File: src/rtl/calc_pkg.sv
// Shared constants and types for the operand loader and its idle timer.
// No logic; opcode values, error codes, FSM state encoding and operand width.
// Backpressure: not applicable.
package calc_pkg;
   localparam int OPW = 8;

   localparam logic [OPW-1:0] OP_EQ_A = 8'h01;
   localparam logic [OPW-1:0] OP_EQ_B = 8'h00;

   localparam logic [1:0] ERR_NONE    = 2'b00;
   localparam logic [1:0] ERR_OPCODE  = 2'b01;
   localparam logic [1:0] ERR_TIMEOUT = 2'b10;

   typedef enum logic [1:0] {
      ST_IDLE,
      ST_LOAD,
      ST_ISSUE,
      ST_WAIT
   } state_t;
endpackage

File: src/rtl/frame_timer.sv
// Counts consecutive enabled cycles; expired flags the TIMEOUT-th one.
// Latency: expired is combinational on the cycle that reaches the limit.
// Backpressure: none; clear has priority over enable.
module frame_timer #(
   parameter int TIMEOUT = 16
) (
   input  logic clk,
   input  logic rst_n,
   input  logic clear,
   input  logic enable,
   output logic expired
);
   localparam logic [7:0] LIMIT = 8'(TIMEOUT - 1);

   logic [7:0] cnt;

   always_ff @(posedge clk) begin
      if (!rst_n) begin
         cnt <= 8'd0;
      end else if (clear) begin
         cnt <= 8'd0;
      end else if (enable) begin
         cnt <= cnt + 8'd1;
      end
   end

   assign expired = enable && (cnt == LIMIT);
endmodule

File: src/rtl/operand_loader.sv
// Parses opcode+operand frames and loads operand sets atomically for the controller.
// Latency: issue the cycle after the last operand, res_strobe one cycle later.
// Backpressure: in_ready drops for the ISSUE and WAIT cycles and during reset.
module operand_loader
   import calc_pkg::*;
#(
   parameter int TIMEOUT = 16
) (
   input  logic                  clk,
   input  logic                  rst_n,
   input  logic                  in_valid,
   input  logic [OPW-1:0]        in_data,
   output logic                  in_ready,
   output logic signed [OPW-1:0] x1,
   output logic signed [OPW-1:0] x2,
   output logic signed [OPW-1:0] v,
   output logic signed [OPW-1:0] t,
   output logic signed [OPW-1:0] c,
   output logic                  equationFlag,
   output logic                  issue,
   output logic                  res_strobe,
   output logic                  res_sel,
   output logic                  err,
   output logic [1:0]            err_code
);
   state_t         state;
   logic           pend_a;
   logic [1:0]     op_cnt;
   logic [OPW-1:0] stg0;
   logic [OPW-1:0] stg1;
   logic           xfer;
   logic           last_op;
   logic           expired;

   assign in_ready = rst_n && (state == ST_IDLE || state == ST_LOAD);
   assign xfer     = in_valid && in_ready;
   assign last_op  = pend_a ? (op_cnt == 2'd1) : (op_cnt == 2'd2);

   frame_timer #(.TIMEOUT(TIMEOUT)) u_timer (
      .clk     (clk),
      .rst_n   (rst_n),
      .clear   (state != ST_LOAD || xfer),
      .enable  (state == ST_LOAD && !xfer),
      .expired (expired)
   );

   always_ff @(posedge clk) begin
      if (!rst_n) begin
         state        <= ST_IDLE;
         pend_a       <= 1'b0;
         op_cnt       <= 2'd0;
         stg0         <= '0;
         stg1         <= '0;
         x1           <= '0;
         x2           <= '0;
         v            <= '0;
         t            <= '0;
         c            <= '0;
         equationFlag <= 1'b0;
         issue        <= 1'b0;
         res_strobe   <= 1'b0;
         res_sel      <= 1'b0;
         err          <= 1'b0;
         err_code     <= ERR_NONE;
      end else begin
         issue      <= 1'b0;
         res_strobe <= 1'b0;
         res_sel    <= 1'b0;
         err        <= 1'b0;
         err_code   <= ERR_NONE;
         case (state)
            ST_IDLE: begin
               if (xfer) begin
                  if (in_data == OP_EQ_A || in_data == OP_EQ_B) begin
                     pend_a <= (in_data == OP_EQ_A);
                     op_cnt <= 2'd0;
                     state  <= ST_LOAD;
                  end else begin
                     err      <= 1'b1;
                     err_code <= ERR_OPCODE;
                  end
               end
            end
            ST_LOAD: begin
               if (xfer) begin
                  // Only the last operand touches the outputs, so the controller never sees a mixed set.
                  if (last_op) begin
                     if (pend_a) begin
                        x1 <= stg0;
                        x2 <= in_data;
                     end else begin
                        v <= stg0;
                        t <= stg1;
                        c <= in_data;
                     end
                     equationFlag <= pend_a;
                     issue        <= 1'b1;
                     state        <= ST_ISSUE;
                  end else begin
                     if (op_cnt == 2'd0) begin
                        stg0 <= in_data;
                     end else begin
                        stg1 <= in_data;
                     end
                     op_cnt <= op_cnt + 2'd1;
                  end
               end else if (expired) begin
                  err      <= 1'b1;
                  err_code <= ERR_TIMEOUT;
                  state    <= ST_IDLE;
               end
            end
            ST_ISSUE: begin
               res_strobe <= 1'b1;
               res_sel    <= equationFlag;
               state      <= ST_WAIT;
            end
            ST_WAIT: begin
               state <= ST_IDLE;
            end
            default: begin
               state <= ST_IDLE;
            end
         endcase
      end
   end
endmodule

File: config.mk
export PLATFORM = sky130hd
export DESIGN_NAME = operand_loader
export DESIGN_NICKNAME = d
export VERILOG_FILES = /design/src/rtl/calc_pkg.sv /design/src/rtl/frame_timer.sv /design/src/rtl/operand_loader.sv
export SDC_FILE = /design/constraint.sdc
export NUM_CORES = 1
export LEC_CHECK = 0
export BUFFER_PORTS_ARGS = -buffer_cell sky130_fd_sc_hd__buf_2
export CAP_MARGIN = 10
export CORE_MARGIN = 5
export CORE_UTILIZATION = 45
export DETAILED_ROUTE_END_ITERATION = 7
export HOLD_SLACK_MARGIN = 0.02
export PLACE_DENSITY = 0.76
export SETUP_SLACK_MARGIN = 0.3
export SLEW_MARGIN = 15
export SYNTH_ARGS = -nofsm -noshare
export SYNTH_HDL_FRONTEND = slang
export SYNTH_SLANG_ARGS = --single-unit
File: constraint.sdc
create_clock -name clk -period 2.9 [get_ports clk]
set_clock_uncertainty 0.2 [all_clocks]
set_input_delay 0.145 -clock clk [delete_from_list [all_inputs] [get_ports clk]]
set_output_delay 0.145 -clock clk [all_outputs]
set_load 0.02 [all_outputs]
# Yosys cells after proc, flatten, opt, wreduce, memory -nomap -nowiden
# Cells that the tools add are included.
[word_totals]
reg_bits = 76
input_bits = 11
[op_classes]
add_sub_neg = 2
n_eq_ne = 14
muxes = 24
bitwise_logic = 4
reduce_logical = 23
[ops]
columns = ["cell", "n"]
rows = [
  ["$mux 2", 11],
  ["$reduce_and 4->1", 5],
  ["$mux 1", 9],
  ["$reduce_and 3->1", 3],
  ["$add 8x1->8 const B", 1],
  ["$eq 8x1->1 const B", 1],
  ["$eq 8x4->1 const B", 1],
  ["$logic_not 8->1", 1],
  ["$pmux 2 s2", 2],
  ["$pmux 2 s4", 1],
  ["$eq 2x2->1 const B", 3],
  ["$ne 2x2->1 const B", 3],
  ["$ne 3x3->1 const B", 2],
  ["$reduce_and 5->1", 1],
  ["$eq 2x1->1 const B", 2],
  ["$logic_and 1x1->1", 4],
  ["$logic_not 2->1", 2],
  ["$ne 2x1->1 const B", 2],
  ["$not 1->1", 4],
  ["$logic_or 1x1->1", 3],
  ["$add 2x1->2 const B", 1],
  ["$pmux 1 s2", 1],
  ["$reduce_and 2->1", 1],
  ["$reduce_bool 2->1", 1],
  ["2 further kinds", 2],
]

# Logic depth before layout (Yosys ltp)
# Gate-level depths: netlist of run 1.
[depth]
depth_word = 10
depth_mapped = 6

# Hierarchy
# From an unflattened synthesis of run 1, not the netlist that was laid out.
[hier_totals]
hier_cells = 322
area_unflattened_um2 = 2996.6
[by_module_without_submodules]
columns = ["mod", "n_inst", "cells_each", "area_per_inst_um2", "seq_area_each_um2"]
rows = [
  ["operand_loader", 1, 282, 2636.3, 1361.3],
  ["frame_timer", 1, 40, 360.3, 160.2],
]

# Worst setup path after synthesis of run 1
# Ideal clock, no wire load.
[synth_path]
kind = "flip-flop to flip-flop"
startpoint = "reg op_cnt[0]"
endpoint = "reg stg1[6]"
arrival_ns = 1.408
setup_slack_ns = 1.170
stages_incl_launch_ff = 6
n_path_buf = 1
cell_sequence = "dfxtp_1 -> inv_1 -> ha_1 -> nor4_4 -> buf_4 -> o21ai_0"
[synth_via]
elab_chain_len = 4
word_cells_on_any_way = 7
cone_classes = "eq/ne (2); mux (1); bitwise (2); reduce/logical (2)"
[synth_lines]
columns = ["item", "line", "rtl"]
rows = [
  ["start: declaration", "operand_loader.sv:28", "logic [1:0] op_cnt;"],
  ["start signal: assignment", "operand_loader.sv:105", "op_cnt <= op_cnt + 2'd1;"],
  ["$eq 2x2->1 or $eq 2x1->1 (tied branches)", "operand_loader.sv:37", "assign last_op = pend_a ? (op_cnt == 2'd1) : (op_cnt == 2'd2);"],
  ["$mux 1", "operand_loader.sv:37", ""],
  ["$not 1->1 (no line)", "--", ""],
  ["$reduce_and 4->1 (no line) *", "--", ""],
  ["end signal: assignment", "operand_loader.sv:103", "stg1 <= in_data;"],
  ["end: declaration", "operand_loader.sv:30", "logic [OPW-1:0] stg1;"],
]
# Every way passes the cells marked *; elsewhere a longest branch is shown, timed or not.
# A chain may end at the register's enable or synchronous reset.

# Final worst setup path of run 1
# Ends and elaborated chain as after synthesis.

==> results of run 1 <==
placed cells by master, fill, tap and decap left out, drive strengths merged, types with 3 or more instances in the layout:
master	instances
nand2	101
dfxtp	76
buf	61
o21ai	57
nor2	13
nand3	11
dlygate4sd3	10
inv	10
clkbuf	9
nor4	5
nand3b	4
nor3	3
xnor2	3
nand4b	3
registers in the layout (all words and copies together) (netlist names), named ones only:
signal and flops:
c 8, equationFlag 1, err 1, err_code 2, issue 1, op_cnt 2
pend_a 1, res_sel 1, res_strobe 1, state 1, stg0 8, stg1 8
t 8, u_timer.cnt 8, v 8, x1 8, x2 8
final cells by class:
class	instances	area [µm²]	area share, %
Tap cell	77	96.3	2.80
Timing Repair Buffer	71	413	12.0
Clock inverter	7	57.6	1.68
Clock buffer	9	124	3.61
Sequential cell	76	1520	44.3
Multi-Input combinational cell	228	1200	35.0
Inverter	6	22.5	0.655
metrics by stage:
step / instances / util, % / power [mW] / setup slack, ns / hold slack [ns]
after global routing: 474 / 55.1 / 1.91 / 0.611 / 0.280
after detailed placement: 448 / 50.5 / 1.12 / 0.831 / 0.230
after global placement: 448 / 50.5 / 1.12 / 0.970 / 0.228
final: 474 / 55.1 / 1.84 / 0.815 / 0.255
after floorplan: 329 / - / 1.09 / 1.17 / 0.0536
after CTS: 474 / 55.1 / 1.86 / 0.804 / 0.259
how the worst max path moves through the flow:
stage / to / start / slack [ns] / cells after the start
6_report: stg1[6] / op_cnt[0] / 0.81 / 4
4_1_cts: stg1[6] / op_cnt[0] / 0.80 / 4
3_3_place_gp: stg1[2] / op_cnt[0] / 0.97 / 4
3_5_place_dp: stg1[6] / op_cnt[0] / 0.83 / 4
2_1_floorplan: stg1[6] / op_cnt[0] / 1.17 / 5
5_1_grt: stg1[0] / op_cnt[0] / 0.61 / 4
cell families after synthesis:
group	after synthesis	share of synthesized area, %
simple gates	153	26.9
fa+ha+maj	2	0.879
xor+xnor	5	1.54
compound gates	68	12.9
buf+inv	25	4.35
flops	76	53.5
per-layer routing:
metal	vias to the layer above	GRT usage (%)	share of wire, %	wire length (µm)
li1	1242	-	-	-
met3	15	4.33	5.1	311
met5	-	0	0	0
met4	0	9.34	2.8	172
met1	1035	20.5	44	2650
met2	58	25.7	48	2940
power by group through the flow:
stage	Clock [mW]	Combinational [mW]	Sequential, mW
floorplan	0	0.0208	1.07
global placement	0	0.0475	1.07
detailed placement	0	0.0472	1.07
CTS	0.760	0.0578	1.04
global route	0.806	0.0626	1.05
finish	0.740	0.0579	1.04
==> flow_metrics.py, run 1 <==
metrics = {
    "clock_network": {
        "resized_cells_post_cts": 0,
        "cts_tree": "yes",
        "numClockSinks": 76,
        "ctsRootBufferMaster": "sky130_fd_sc_hd__clkbuf_8",
        "cts-htree-levels": 3,
        "clock_path_buffers": 2,
        "num_cts_buffers": 9,
        "insertion_delay_ns": 0.35,
        "cts_hold_repair.buffers": 10,
        "postCtsSetupRepairBufs": 0,
        "clk_transition_reported_paths_ns": 0.08,
    },
    "critical_path": {
        "worstPathCellList": "inv_1 > ha_1 > nor4_4 > o21ai_0",
        "reg2reg_slack_ns": 0.81,
        "critical_path.startpoint_type": "register",
        "rr_worst_depth": 4,
        "r2r-end": "stg1[6]",
        "slowest_stage": "sky130_fd_sc_hd__nor4_4",
        "r2r_start": "op_cnt[0]",
        "cp_top_family": "simple AND/OR/NAND/NOR gates",
        "critPathRequiredTime_ns": 2.91,
        "worstSetupPathType": "register to register",
        "largest_driver_fanout_on_the_critical_path": 16,
        "cp_data_arrival_time_ns": 2.09,
        "critical_path_buffer_and_inverter_count": 1,
        "cpPeakStageDelay_ns": 0.63,
        "critPathCaptureType": "register",
    },
    "synthesis": {
        "synth_common_cells": "sky130_fd_sc_hd__nand2_1 (101), sky130_fd_sc_hd__dfxtp_1 (76), sky130_fd_sc_hd__o21ai_0 (55)",
        "postSynthAreaPerCell_um2": 8.65,
        "unique_masters_post_synth": 41,
        "synth.area.top_cells": "sky130_fd_sc_hd__dfxtp_1 (53%), sky130_fd_sc_hd__nand2_1 (13%), sky130_fd_sc_hd__o21ai_0 (9.7%)",
        "ys_async_sr_fraction_pct": 0,
        "count_of_flip_flops_with_a_built_in_enable_after_synthesis": 0,
        "yosysSeqAreaShare_pct": 53.5,
        "ys_seq_elements": 76,
        "yosys.area.top_type_share_pct": 53.5,
        "post-synth-top-area-cell": "sky130_fd_sc_hd__dfxtp_1",
        "yosysMostFrequentCell": "sky130_fd_sc_hd__nand2_1",
        "syn_nets": 342,
        "yosys_warnings": 0,
        "synth_top_flop_cell": "sky130_fd_sc_hd__dfxtp_1",
        "synth_cells": 329,
        "syn_area_um2": 2850,
    },
    "place": {
        "place.port_buffers": 58,
        "post_dp_cell_area_um2": 3150,
        "globalplace.congestion": 0.785,
        "dp.final_hpwl_um": 4100,
    },
    "hold_path": {
        "hold_path_end": "u_timer.cnt[0]",
        "timing.hold.worst.class": "register to register",
        "hp-start": "u_timer.cnt[0]",
        "whs_path_depth": 1,
    },
    "drt": {
        "wl_um": 6070,
        "via_count": 2350,
        "post-route-drc-count": 0,
        "wl_per_cell_um": 12.8,
        "number_of_detailed_route_iterations_in_the_first_pass": 4,
        "dr.first_iter.drc_count": 176,
        "per_cell_via_count_in_the_routed_design": 4.96,
        "final_antenna_net_count": 0,
    },
    "power": {
        "cell_internal_pwr_mw": 1.39,
        "leakagePower_nw": 1.38,
        "switching_share_pct": 24.7,
        "power_density_nw_per_um2": 536,
        "power_switching_mw": 0.455,
        "ir_worst_vdd_v": 0.000313,
        "combPwrFrac_pct": 3.1,
        "clock_power_share_pct": 40.1,
        "power.sequential.fraction_pct": 56.7,
    },
    "final_layout": {
        "n_antenna_cell": 0,
        "fillCellCount": 579,
        "final_nets": 405,
        "fin_area_um2": 3440,
        "areaGrowthSynthToFinish_pct": 20.7,
        "drive_above_1_share_pct": 21.4,
    },
    "floorplan": {
        "fp_rows": 29,
        "die_area_um2": 8020,
        "die_h_um": 89.5,
        "floorplan.io_pins": 59,
        "start_util_pct": 45.6,
        "die_width_um": 89.5,
        "core_region_area_um2": 6240,
    },
    "global_route": {
        "grt_overflow_total": 0,
        "grt_antenna_before_repair": 0,
        "grt_pass1_wl_um": 10100,
        "maximum_number_of_pins_on_one_net_before_global_route_repair": 74,
        "number_of_global_route_vias_before_repair": 2228,
        "grt_overall_usage_pct": 16.5,
    },
    "timing": {
        "worst-slew-pin-transition_ns": 0.684,
        "achievable-frequency_mhz": 480,
        "fin_tns_setup_ns": 0,
        "setup_viol_count_final": 0,
        "report.final.slew_viol_count": 0,
        "rsz_0062_raised_after_global_routing": "no",
        "slew_headroom_pct": 54.2,
        "timing_hold_violations_final": 0,
        "post-route-period-util_pct": 71.9,
        "period_minus_slack_ns": 2.09,
    },
    "flow_run": {
        "cap_violations": 0,
    },
    "status": {
        "status": "complete, no violations",
    },
}
Note: power is estimated with default switching activity, not from simulation.
==> inputs of run 2 (changes only) <==
PLACE_DENSITY = 0.78   (was 0.76)
clock period = 1.8 ns   (was 2.9 ns; I/O delays follow)
==> flow_metrics.py, run 2 (synthesized netlist as in run 1, its figures left out) <==
metrics = {
    "critical_path": {
        "worstPathCellList": "nand4b_4 > nor4_4 > buf_6 > clkbuf_16 > nand2_1 > o21ai_0",
        "critical_path.startpoint_type": "register",
        "cp_data_arrival_time_ns": 1.75,
        "critPathCaptureType": "register",
        "r2r-end": "v[2]",
        "cpPeakStageDelay_ns": 0.36,
        "critPathRequiredTime_ns": 1.87,
        "cp-endpoint": "v[2]",
        "reg2reg_slack_ns": 0.12,
        "slowest_stage": "sky130_fd_sc_hd__dfxtp_4",
        "largest_driver_fanout_on_the_critical_path": 17,
        "rr_worst_depth": 6,
        "worstSetupPathType": "register to register",
    },
    "floorplan": {
        "fp_rows": 29,
        "die_width_um": 89.5,
        "start_util_pct": 45.6,
        "floorplan.io_pins": 59,
        "core_region_area_um2": 6240,
        "die_h_um": 89.5,
        "die_area_um2": 8020,
    },
    "hold_path": {
        "timing.hold.worst.class": "primary input to register",
    },
    "final_layout": {
        "layoutNonFillerInstCount": 500,
        "areaGrowthSynthToFinish_pct": 37.1,
        "most_common_cell_after_layout_fill_and_taps_aside": "sky130_fd_sc_hd__nand2_1",
        "final_nets": 431,
        "mostFrequentLayoutCells": "sky130_fd_sc_hd__nand2_1 (88), sky130_fd_sc_hd__dfxtp_1 (71), sky130_fd_sc_hd__buf_2 (58), sky130_fd_sc_hd__o21ai_0 (27), sky130_fd_sc_hd__o21ai_1 (26)",
        "n_antenna_cell": 0,
        "drive_above_1_share_pct": 33.8,
        "fillCellCount": 492,
        "multi_input_area_um2": 1320,
        "final_core_utilization_pct": 62.6,
        "fin_area_um2": 3900,
        "layout.area.seq_um2": 1540,
    },
    "global_route": {
        "number_of_global_route_vias_before_repair": 2298,
        "global_route.usage.met1_pct": 21.1,
        "maximum_number_of_pins_on_one_net_before_global_route_repair": 39,
        "most_used_layer_global_route": "met2",
        "grt_pass1_wl_um": 10900,
        "met3_usage_pct": 5.90,
        "grt_antenna_before_repair": 0,
        "grt_overflow_total": 0,
        "met2_usage_pct": 30.5,
        "grt_overall_usage_pct": 18.1,
    },
    "drt": {
        "wl_um": 7740,
        "number_of_detailed_route_iterations_in_the_first_pass": 5,
        "wl_per_cell_um": 15.5,
        "final_antenna_net_count": 0,
        "post-route-drc-count": 0,
        "per_cell_via_count_in_the_routed_design": 5.37,
        "via_count": 2685,
        "dr.first_iter.drc_count": 177,
    },
    "clock_network": {
        "clk_transition_reported_paths_ns": 0.09,
        "insertion_delay_ns": 0.35,
        "clock_path_buffers": 2,
        "cts-htree-levels": 3,
        "ctsRootBufferMaster": "sky130_fd_sc_hd__clkbuf_8",
        "num_cts_buffers": 9,
        "numClockSinks": 76,
        "cts_tree": "yes",
    },
    "power": {
        "leakagePower_nw": 1.62,
        "power_density_nw_per_um2": 806,
        "report.power.total_mw": 3.15,
        "ir_worst_vdd_v": 0.000550,
    },
    "timing": {
        "worst-slew-pin-transition_ns": 0.367,
        "setup_viol_count_final": 0,
        "fin_tns_setup_ns": 0,
        "slew_headroom_pct": 75.3,
        "post-route-period-util_pct": 93.3,
        "timing_hold_violations_final": 0,
        "period_minus_slack_ns": 1.68,
        "achievable-frequency_mhz": 596,
        "report.final.slew_viol_count": 0,
        "rsz_0062_raised_after_global_routing": "yes",
    },
    "place": {
        "post_dp_cell_area_um2": 3230,
        "place.port_buffers": 58,
        "globalplace.congestion": 0.782,
        "place.detailed.instances": 453,
        "dp.final_hpwl_um": 4260,
    },
    "status": {
        "status": "complete, no violations",
    },
    "flow_run": {
        "cap_violations": 0,
    },
}
run 2: final cells by class:
class / count / share of cell area (%)
inverter: 6 / 0.641
sequential: 76 / 39.4
tap: 77 / 2.47
clock inverter: 7 / 2.15
timing repair buffer: 96 / 18.4
multi-input combinational: 229 / 33.8
clock buffer: 9 / 3.17
run 2: critical path: cells and delay by family, from the launching register on:
family,cells,cell delay [ns]
buffers and inverters,2,0.37
AOI/OAI and AO/OA,1,0.09
DFF,1,0.36
and+or+nand+nor,3,0.58
run 2: worst min-delay path by stage:
stage,startpoint,endpoint,cells after the start
floorplan,in_data[0],c[0],2
global placement,in_data[3],stg0[3],3
detailed placement,in_data[7],x2[7],3
CTS,in_valid,issue,3
global route,in_data[7],state[0],5
finish,in_data[7],state[0],5
run 2: report_power, final:
group	internal, mW	leakage, nW	switching (mW)
combinational	0.0396	0.905	0.0717
clock	0.664	0.102	0.693
sequential	1.68	0.616	0.00126
total	2.38	1.62	0.765
run 2: metrics by stage:
| step | setup slack [ns] | hold slack [ns] |
|---|---|---|
| global route | 0.0418 | 0.0240 |
| global placement | 0.187 | 0.177 |
| finish | 0.121 | 0.0346 |
| detailed placement | 0.147 | 0.179 |
| CTS | 0.200 | -0.00511 |
| floorplan | 0.191 | -0.00138 |
run 2: timing repair:
item                                   CTS  global route
hold buffers                            13             0
cloned                                   1             5
buffers inserted                         1            11
endpoints found under the hold margin   49             0
setup endpoints to repair               61            66
resized for setup                       23            45
pin swaps                                3             8
run 2: routing by layer:
| layer | up-vias | wire, µm | share of wire [%] |
|---|---|---|---|
| met1 | 1246 | 2980 | 39 |
| met3 | 17 | 681 | 8.8 |
| met2 | 134 | 3890 | 50 |
| met5 | - | 0 | 0 |
| met4 | 0 | 194 | 2.5 |
| li1 | 1288 | - | - |
